==> config.mk <==
export PLATFORM = sky130hd
export DESIGN_NAME = vram_arbiter
export DESIGN_NICKNAME = d
export VERILOG_FILES = /design/src/rtl/vram_arbiter.sv
export SDC_FILE = /design/constraint.sdc
export NUM_CORES = 1
export LEC_CHECK = 0
export CAP_MARGIN = 20
export CORE_UTILIZATION = 33
export DETAILED_ROUTE_END_ITERATION = 12
export GPL_TIMING_DRIVEN = 0
export HOLD_SLACK_MARGIN = 0.06
export PLACE_DENSITY = 0.78
export SYNTH_ARGS = -nofsm -noshare
export SYNTH_HDL_FRONTEND = slang
export SYNTH_SLANG_ARGS = --single-unit
==> constraint.sdc <==
create_clock -name PIX_CLK -period 1.74 [get_ports PIX_CLK]
set_input_delay 0.348 -clock PIX_CLK [delete_from_list [all_inputs] [get_ports PIX_CLK]]
set_output_delay 0.348 -clock PIX_CLK [all_outputs]
set_load 0.02 [all_outputs]
==> src/rtl/vram_arbiter.sv <==
// vram_arbiter: shares the 8 KB VRAM between MC6847 display fetch and Z80 CPU.
// Define VRAM_SNOW_EN to let the CPU win collisions (VZ200 "snow").
module vram_arbiter #(
   parameter int AW = 13,
   parameter int DW = 8,
   parameter int SW = 8
) (
   input  logic          PIX_CLK,
   input  logic          RESET,
   input  logic          VID_RD,
   input  logic [AW-1:0] VID_DA,
   output logic [DW-1:0] VID_DD,
   input  logic          CPU_REQ,
   input  logic          CPU_WR,
   input  logic [AW-1:0] CPU_ADDR,
   input  logic [DW-1:0] CPU_DIN,
   output logic [DW-1:0] CPU_DOUT,
   output logic          CPU_ACK,
   output logic          CPU_WAIT,
   output logic [SW-1:0] STALL_CNT,
   output logic          RAM_CE,
   output logic          RAM_WE,
   output logic [AW-1:0] RAM_ADDR,
   output logic [DW-1:0] RAM_WDATA,
   input  logic [DW-1:0] RAM_RDATA
);

   typedef enum logic [1:0] {IDLE, PEND, RDWAIT, DONE} state_t;

   state_t        state_q, state_d;
   logic          ack_q, ack_d;
   logic [SW-1:0] stall_q, stall_d;
   logic [DW-1:0] dout_q, dout_d;
   logic          vid_pend_q;
   logic [DW-1:0] vid_dd_q, vid_dd_d;
   logic          vid_go;
   logic          cpu_go;

`ifdef VRAM_SNOW_EN
   logic          snow_q;
   logic          snow_wr_q;
   logic [DW-1:0] snow_dat_q;

   assign cpu_go = (state_q == PEND);
   assign vid_go = VID_RD & ~cpu_go;
`else
   assign vid_go = VID_RD;
   assign cpu_go = (state_q == PEND) & ~VID_RD;
`endif

   always_comb begin
      RAM_CE   = 1'b0;
      RAM_WE   = 1'b0;
      RAM_ADDR = VID_DA;
      if (!RESET) begin
         if (cpu_go) begin
            RAM_CE   = 1'b1;
            RAM_WE   = CPU_WR;
            RAM_ADDR = CPU_ADDR;
         end else if (vid_go) begin
            RAM_CE   = 1'b1;
         end
      end
   end

   assign RAM_WDATA = CPU_DIN;

   always_comb begin
      state_d = state_q;
      ack_d   = 1'b0;
      stall_d = stall_q;
      dout_d  = dout_q;
      unique case (state_q)
         IDLE: begin
            if (CPU_REQ) begin
               state_d = PEND;
               stall_d = '0;
            end
         end
         PEND: begin
            if (cpu_go) begin
               state_d = CPU_WR ? DONE : RDWAIT;
               ack_d   = CPU_WR;
            end else if (stall_q != '1) begin
               stall_d = stall_q + SW'(1);
            end
         end
         RDWAIT: begin
            dout_d  = RAM_RDATA;
            ack_d   = 1'b1;
            state_d = DONE;
         end
         DONE: begin
            // held request must drop before a new access is accepted
            if (!CPU_REQ) state_d = IDLE;
         end
         default: state_d = IDLE;
      endcase
   end

   always_comb begin
      vid_dd_d = vid_dd_q;
      if (vid_pend_q) vid_dd_d = RAM_RDATA;
`ifdef VRAM_SNOW_EN
      if (snow_q) vid_dd_d = snow_wr_q ? snow_dat_q : RAM_RDATA;
`endif
   end

   always_ff @(posedge PIX_CLK) begin
      if (RESET) begin
         state_q    <= IDLE;
         ack_q      <= 1'b0;
         stall_q    <= '0;
         dout_q     <= '0;
         vid_pend_q <= 1'b0;
         vid_dd_q   <= '0;
      end else begin
         state_q    <= state_d;
         ack_q      <= ack_d;
         stall_q    <= stall_d;
         dout_q     <= dout_d;
         vid_pend_q <= vid_go;
         vid_dd_q   <= vid_dd_d;
      end
   end

`ifdef VRAM_SNOW_EN
   always_ff @(posedge PIX_CLK) begin
      if (RESET) begin
         snow_q     <= 1'b0;
         snow_wr_q  <= 1'b0;
         snow_dat_q <= '0;
      end else begin
         snow_q     <= VID_RD & cpu_go;
         snow_wr_q  <= CPU_WR;
         snow_dat_q <= CPU_DIN;
      end
   end
`endif

   assign VID_DD    = vid_dd_q;
   assign CPU_DOUT  = dout_q;
   assign CPU_ACK   = ack_q;
   assign CPU_WAIT  = CPU_REQ & ~ack_q;
   assign STALL_CNT = stall_q;

endmodule

==> results of run 1 <==
## cell families after synthesis
group / count (synthesis) / share of synthesized area
fa+ha+maj: 5 / 0.0408
simple gates: 46 / 0.162
mux: 31 / 0.216
flops: 28 / 0.365
buf+inv: 22 / 0.0856
compound gates: 24 / 0.130
## repair_timing
item / 4_1_cts / 5_1_grt
hold buffers: 0 / 0
cloned: 1 / 0
gates resized for setup: 108 / 6
buffers inserted: 5 / 2
pin swaps: 1 / 1
endpoints found under the setup margin: 18 / 19
## worst max-delay path, stage by stage (launching register included)
cell and delay [ns]:
dfxtp_4 0.36, inv_4 0.06, ha_4 0.12, nor3b_4 0.26, buf_6 0.18, mux2_4 0.30
buf_6 0.13
## worst paths after layout
| kind | to | from | slack, ns | cells after the start |
|---|---|---|---|---|
| max | RAM_ADDR[3] | state_q[1] | -0.29 | 6 |
| min | CPU_DOUT[6] | CPU_DOUT[6] | 0.50 | 2 |
| max reg2reg | state_q[0] | state_q[0] | 0.08 | 6 |
| min reg2reg | CPU_DOUT[6] | CPU_DOUT[6] | 0.50 | 2 |
## metal layers
layer	vias to the layer above	wire, µm	global-route usage
met4	0	25	0.0400
li1	733	-	-
met5	-	0	0
met1	686	1660	0.189
met3	2	492	0.0606
met2	88	1970	0.267
## Yosys cell counts (2+ instances only)
| library cell | number |
|---|---|
| nand4_1 | 3 |
| buf_4 | 8 |
| dfxtp_1 | 28 |
| nand3_1 | 2 |
| buf_6 | 2 |
| ha_1 | 5 |
| o31ai_1 | 2 |
| o21ai_0 | 3 |
| nor2_1 | 24 |
| a211oi_1 | 2 |
| nand2_1 | 5 |
| buf_2 | 3 |
| mux2i_1 | 17 |
| clkbuf_1 | 3 |
| mux2_2 | 13 |
| inv_1 | 6 |
| a21oi_1 | 7 |
## per-stage QoR
stage,power (mW),TNS (ns)
finish,2.67,-3.81
global route,2.82,-4.99
CTS,2.62,-4.08
detailed placement,2.10,-13.79
global placement,2.08,-13.69
floorplan,1.67,-0.325
## area by class of cell
| cell class | instances | area [µm²] |
|---|---|---|
| Tap cell | 52 | 65.1 |
| Buffer | 15 | 105 |
| Fill cell | 404 | 1730 |
| Inverter | 6 | 25.0 |
| Sequential cell | 28 | 566 |
| Clock buffer | 4 | 55.1 |
| Multi-Input combinational cell | 106 | 920 |
| Timing Repair Buffer | 94 | 947 |
## cell usage in the layout (no fill, tap or decap), drive strengths merged, types with 2 or more instances in the layout
master,n
mux2,14
nor2,24
dlymetal6s2s,3
a21oi,7
buf,34
clkbuf,7
and2,2
mux2i,17
dfxtp,28
nand2,5
a211oi,2
dlygate4sd2,5
o31ai,2
o21ai,3
clkdlybuf4s50,64
inv,6
ha,5
nand3,2
nand4,4
nor3b,2
## state kept, by name, indices dropped and copies added (netlist names)
register / cells
CPU_DOUT: 8
STALL_CNT: 8
VID_DD: 8
state_q: 2
CPU_ACK: 1
vid_pend_q: 1
## power by group
part | internal [mW] | switching [mW] | total, mW
clock | 0.203 | 0.208 | 0.411
sequential | 0.729 | 0.0610 | 0.790
combinational | 0.769 | 0.701 | 1.47
==> impl_metrics.csv, run 1 <==
group,metric,value,unit
place,numPortBuffers,87,
synthesis,synth_top_cell_area_share,0.365,
cells_and_area,syn2layout_area_growth,74.9,%
synthesis,synth_area_leaders,"dfxtp_1, mux2i_1, mux2_2",
floorplanning,initial_utilization,0.348,
routing,vias,1509,
routing,wl_per_cell,13.6,µm
place,placed_cell_area,2520,µm²
synthesis,synth_top_area_cell,"dfxtp_1",
grt,grt_pass1_wl,6.39,mm
floorplanning,core_region_area,4410,µm²
routing,drc_errors,0,
clock_network,cts_sinks,28,
synthesis,syn-num-nets,208,
timing,rsz0062_at_grt,"true",
synthesis,synth-seq-area-share,0.365,
grt,overflow,0,
cells_and_area,fin_area,2680,µm²
synthesis,synth_cells,156,
clock_network,htreeDepth,1,
timing,fmax,0.492,GHz
clock_network,clkTransAtPathRegs,0.09,ns
worst_setup_path,critPathLaunchType,"register",
clock_network,clkLatencyLatePin,0.28,ns
clock_network,cts-root-buf,"clkbuf_8",
cells_and_area,fin_nets,306,
cells_and_area,antenna_cells,0,
synthesis,ys_types,40,
synthesis,synth_area_per_cell,9.83,µm²
floorplanning,die_area,4930,µm²
synthesis,synth-seq-cells,28,
grt,antenna_found_initial,0,
place,preCtsSetupSlack,-0.965,ns
timing,fin_crit_sh,1.17,
grt,grt_pass1_vias,1392,
pwr,p_leak,1.13,nW
timing,worst_pin_slew,0.460,ns
routing,postRouteAntennaNets,0,
worst_setup_path,worstPathMaxFanout,5,
pwr,power.density,995,nW/µm²
timing,finalSetupViolations,15,
place,gp_congestion,0.786,
timing,hold_viol_final,0,
worst_hold_path,min_path_type,"reg2reg",
routing,wl,4.15,mm
cells_and_area,fin_util,0.608,
worst_setup_path,end_kind,"output pin",
flow_run,cap_viol_max_count,0,
clock_network,cts_made_buffers,3,
timing,maxSlewHeadroom,0.694,
synthesis,async_reset_ff_frac,0,
status,failed_checks,"setup timing",
floorplanning,fp-row-count,24,
synthesis,synth_edf_count,0,
floorplanning,pin_count,96,
floorplanning,fp.dieH,70.2,µm
cells_and_area,fin_cells,305,
grt,grt_util_all_layers,0.159,
place,hpwl,3.04,mm
grt,grt_max_degree,16,
timing,finalCriticalPeriod,2.03,ns
cells_and_area,drive_gt1_frac,0.277,
timing,drv_slew,0,
status,status,"finished, violations left",
place,dp_cells,295,
timing,layout_setup_ws,-0.293,ns
floorplanning,dieWidth,70.2,µm
routing,via_per_inst,4.95,
worst_setup_path,cp.required,1.39,ns
routing,first_pass_iters,4,
timing,holdWs,0.505,ns
timing,skew,0.00837,ns
worst_setup_path,critical_path_class,"reg2out",
clock_network,cts_buffer_depth,2,
synthesis,netlist_area,1530,µm²
routing,first_iter_violations,74,
synthesis,ys_warn_count,0,
clock_network,cts_tree,"yes",
synthesis,synth_flop_cell,"dfxtp_1",
worst_setup_path,critPathArrivalTime,1.69,ns
pwr,peakVddDrop,0.000637,V
Power figures use the tool's default switching activity.
==> run 2: changes to the inputs <==
GPL_TIMING_DRIVEN = unset   (was 0)
==> run 2 against run 1 <==
The run still ends with setup timing left. Count of clock-buffer cells in the layout unchanged. Sequential cell count unchanged. Fmax up 2.4%. Combinational power down 5%. Clock skew down 0.0040 ns. Global-route usage up 0.64 points. Sequential share of layout area up 1.1 points. Largest cell class unchanged. Largest power group unchanged.
==> impl_metrics.csv, run 2 (synthesis results as in run 1) <==
group,metric,value,unit
pwr,p_leak,1.03,nW
worst_setup_path,critPathArrivalTime,1.64,ns
timing,finalSetupViolations,15,
worst_setup_path,slowest_delay,0.33,ns
cells_and_area,fin_nets,291,
timing,worst_pin_slew,0.504,ns
routing,via_per_inst,4.93,
worst_setup_path,critPathSlowestCell,"dfxtp_2",
timing,rsz0062_at_grt,"true",
grt,grt_util_all_layers,0.165,
cells_and_area,mostFrequentLayoutCell,"clkdlybuf4s50_1",
pwr,peakVddDrop,0.000593,V
floorplanning,initial_utilization,0.348,
pwr,total_power,2.58,mW
grt,antenna_found_initial,0,
routing,postRouteAntennaNets,0,
floorplanning,fp.dieH,70.2,µm
worst_hold_path,min_path_type,"reg2reg",
worst_setup_path,r2r_setup_slack,0.08,ns
place,gp_congestion,0.784,
clock_network,cts-root-buf,"clkbuf_8",
floorplanning,die_area,4930,µm²
cells_and_area,fin_util,0.576,
grt,grt_pass1_wl,6.66,mm
worst_setup_path,crit_path_cell_trace,"inv_2 > ha_4 > nor3b_4 > buf_6 > mux2_4 > buf_6",
grt,grt_max_degree,33,
floorplanning,core_region_area,4410,µm²
worst_setup_path,cp_num_buf_inv,3,
routing,first_pass_iters,4,
place,preCtsSetupSlack,-0.753,ns
routing,first_iter_violations,33,
place,hpwl,2.94,mm
clock_network,cts_tree,"yes",
cells_and_area,layout_common_cells,"clkdlybuf4s50_1, dfxtp_1, nor2_1",
clock_network,cts_made_buffers,3,
place,numPortBuffers,79,
worst_setup_path,cp_common_cell,"buf_6",
cells_and_area,syn2layout_area_growth,65.7,%
routing,drc_errors,0,
worst_setup_path,cp.required,1.39,ns
timing,fmax,0.504,GHz
worst_setup_path,critical_path_class,"reg2out",
worst_setup_path,r2r_end,"STALL_CNT[3]",
clock_network,clkLatencyLatePin,0.27,ns
timing,maxSlewHeadroom,0.663,
cells_and_area,fin_area,2540,µm²
worst_setup_path,critical-path-top-delay-family,"buffers and inverters",
cells_and_area,drive_gt1_frac,0.265,
timing,fin_crit_sh,1.14,
worst_hold_path,hold_path_end,"STALL_CNT[1]",
status,failed_checks,"setup timing",
routing,wl_per_cell,13.8,µm
timing,hold_viol_final,0,
timing,final.setup.tns,-3.18,ns
timing,layout_setup_ws,-0.245,ns
worst_setup_path,regToRegStartpoint,"state_q[1]",
routing,wl,4.01,mm
floorplanning,dieWidth,70.2,µm
cells_and_area,antenna_cells,0,
worst_hold_path,hold_depth,2,
pwr,power.density,1010,nW/µm²
status,status,"finished, violations left",
clock_network,cts_sinks,28,
flow_run,cap_viol_max_count,0,
timing,drv_slew,0,
worst_setup_path,critPathLaunchType,"register",
worst_setup_path,end_kind,"output pin",
timing,finalCriticalPeriod,1.99,ns
timing,skew,0.00433,ns
clock_network,htreeDepth,1,
place,placed_cell_area,2440,µm²
floorplanning,fp-row-count,24,
worst_setup_path,reg2reg_depth,8,
floorplanning,pin_count,96,
clock_network,clkTransAtPathRegs,0.10,ns
grt,grt_pass1_vias,1445,
worst_hold_path,hold_path.startpoint,"STALL_CNT[1]",
worst_setup_path,critical_path_depth,6,
clock_network,cts_buffer_depth,2,
routing,vias,1429,
grt,overflow,0,
worst_setup_path,worstPathMaxFanout,7,
## run 2: changes by cell type in the layout (fill, tap and decap cells not counted), sizes merged
cell / delta
clkdlybuf4s50: -6
buf: -5
clkbuf: -3
dlymetal6s2s: -2
clkdlybuf4s15: +1
## run 2: layout make-up
| cell class | instances | area, µm² |
|---|---|---|
| Clock buffer | 4 | 55.1 |
| Tap cell | 52 | 65.1 |
| Timing Repair Buffer | 94 | 926 |
| Multi-Input combinational cell | 106 | 910 |
| Sequential cell | 28 | 563 |
| Inverter | 6 | 22.5 |
| Fill cell | 384 | 1870 |
## run 2: routing by layer
layer / wire (µm) / share of wire / GRT usage
met1: 1710 / 0.43 / 0.201
met2: 1840 / 0.46 / 0.282
met4: 18 / 0.0045 / 0.0311
met5: 0 / 0 / 0
met3: 437 / 0.11 / 0.0577
## run 2: report_power, final
part / total, mW / leakage [nW] / switching (mW) / internal, mW
Combinational: 1.39 / 0.772 / 0.661 / 0.731
Clock: 0.402 / 0.0288 / 0.200 / 0.203
Sequential: 0.782 / 0.228 / 0.0581 / 0.724
Total: 2.58 / 1.03 / 0.920 / 1.66
## run 2: worst max path at each step
stage | start | endpoint | slack [ns]
2_1_floorplan | state_q[1] | RAM_ADDR[10] | -0.04
3_3_place_gp | RESET | RAM_ADDR[1] | -0.75
3_5_place_dp | RESET | RAM_ADDR[12] | -0.75
4_1_cts | state_q[1] | RAM_ADDR[8] | -0.33
5_1_grt | state_q[1] | RAM_ADDR[6] | -0.35
6_report | state_q[1] | RAM_ADDR[8] | -0.25
## run 2: repair_timing
action | in CTS | in global routing
cloned | 1 | 0
setup endpoints to repair | 18 | 21
resized for setup | 99 | 4
pin swaps | 1 | 3
hold buffers | 0 | 0
setup buffers | 2 | 1
## run 2: tightest hold or removal path: stages (launching register included)
cell,delay (ns)
dfxtp_1,0.35
nand2_1,0.06
a21oi_1,0.05
## run 2: metrics by stage
step	std cells	hold WS, ns
final	290	0.496
after global routing	290	0.536
after CTS	291	0.502
after detailed placement	284	0.483
after global placement	284	0.473
after floorplan	156	0.473
==> run 3: changes to the inputs <==
CAP_MARGIN = unset   (was 20)
==> results of run 3 <==
The final DEF is identical to that of run 2; final timing and power are the same.
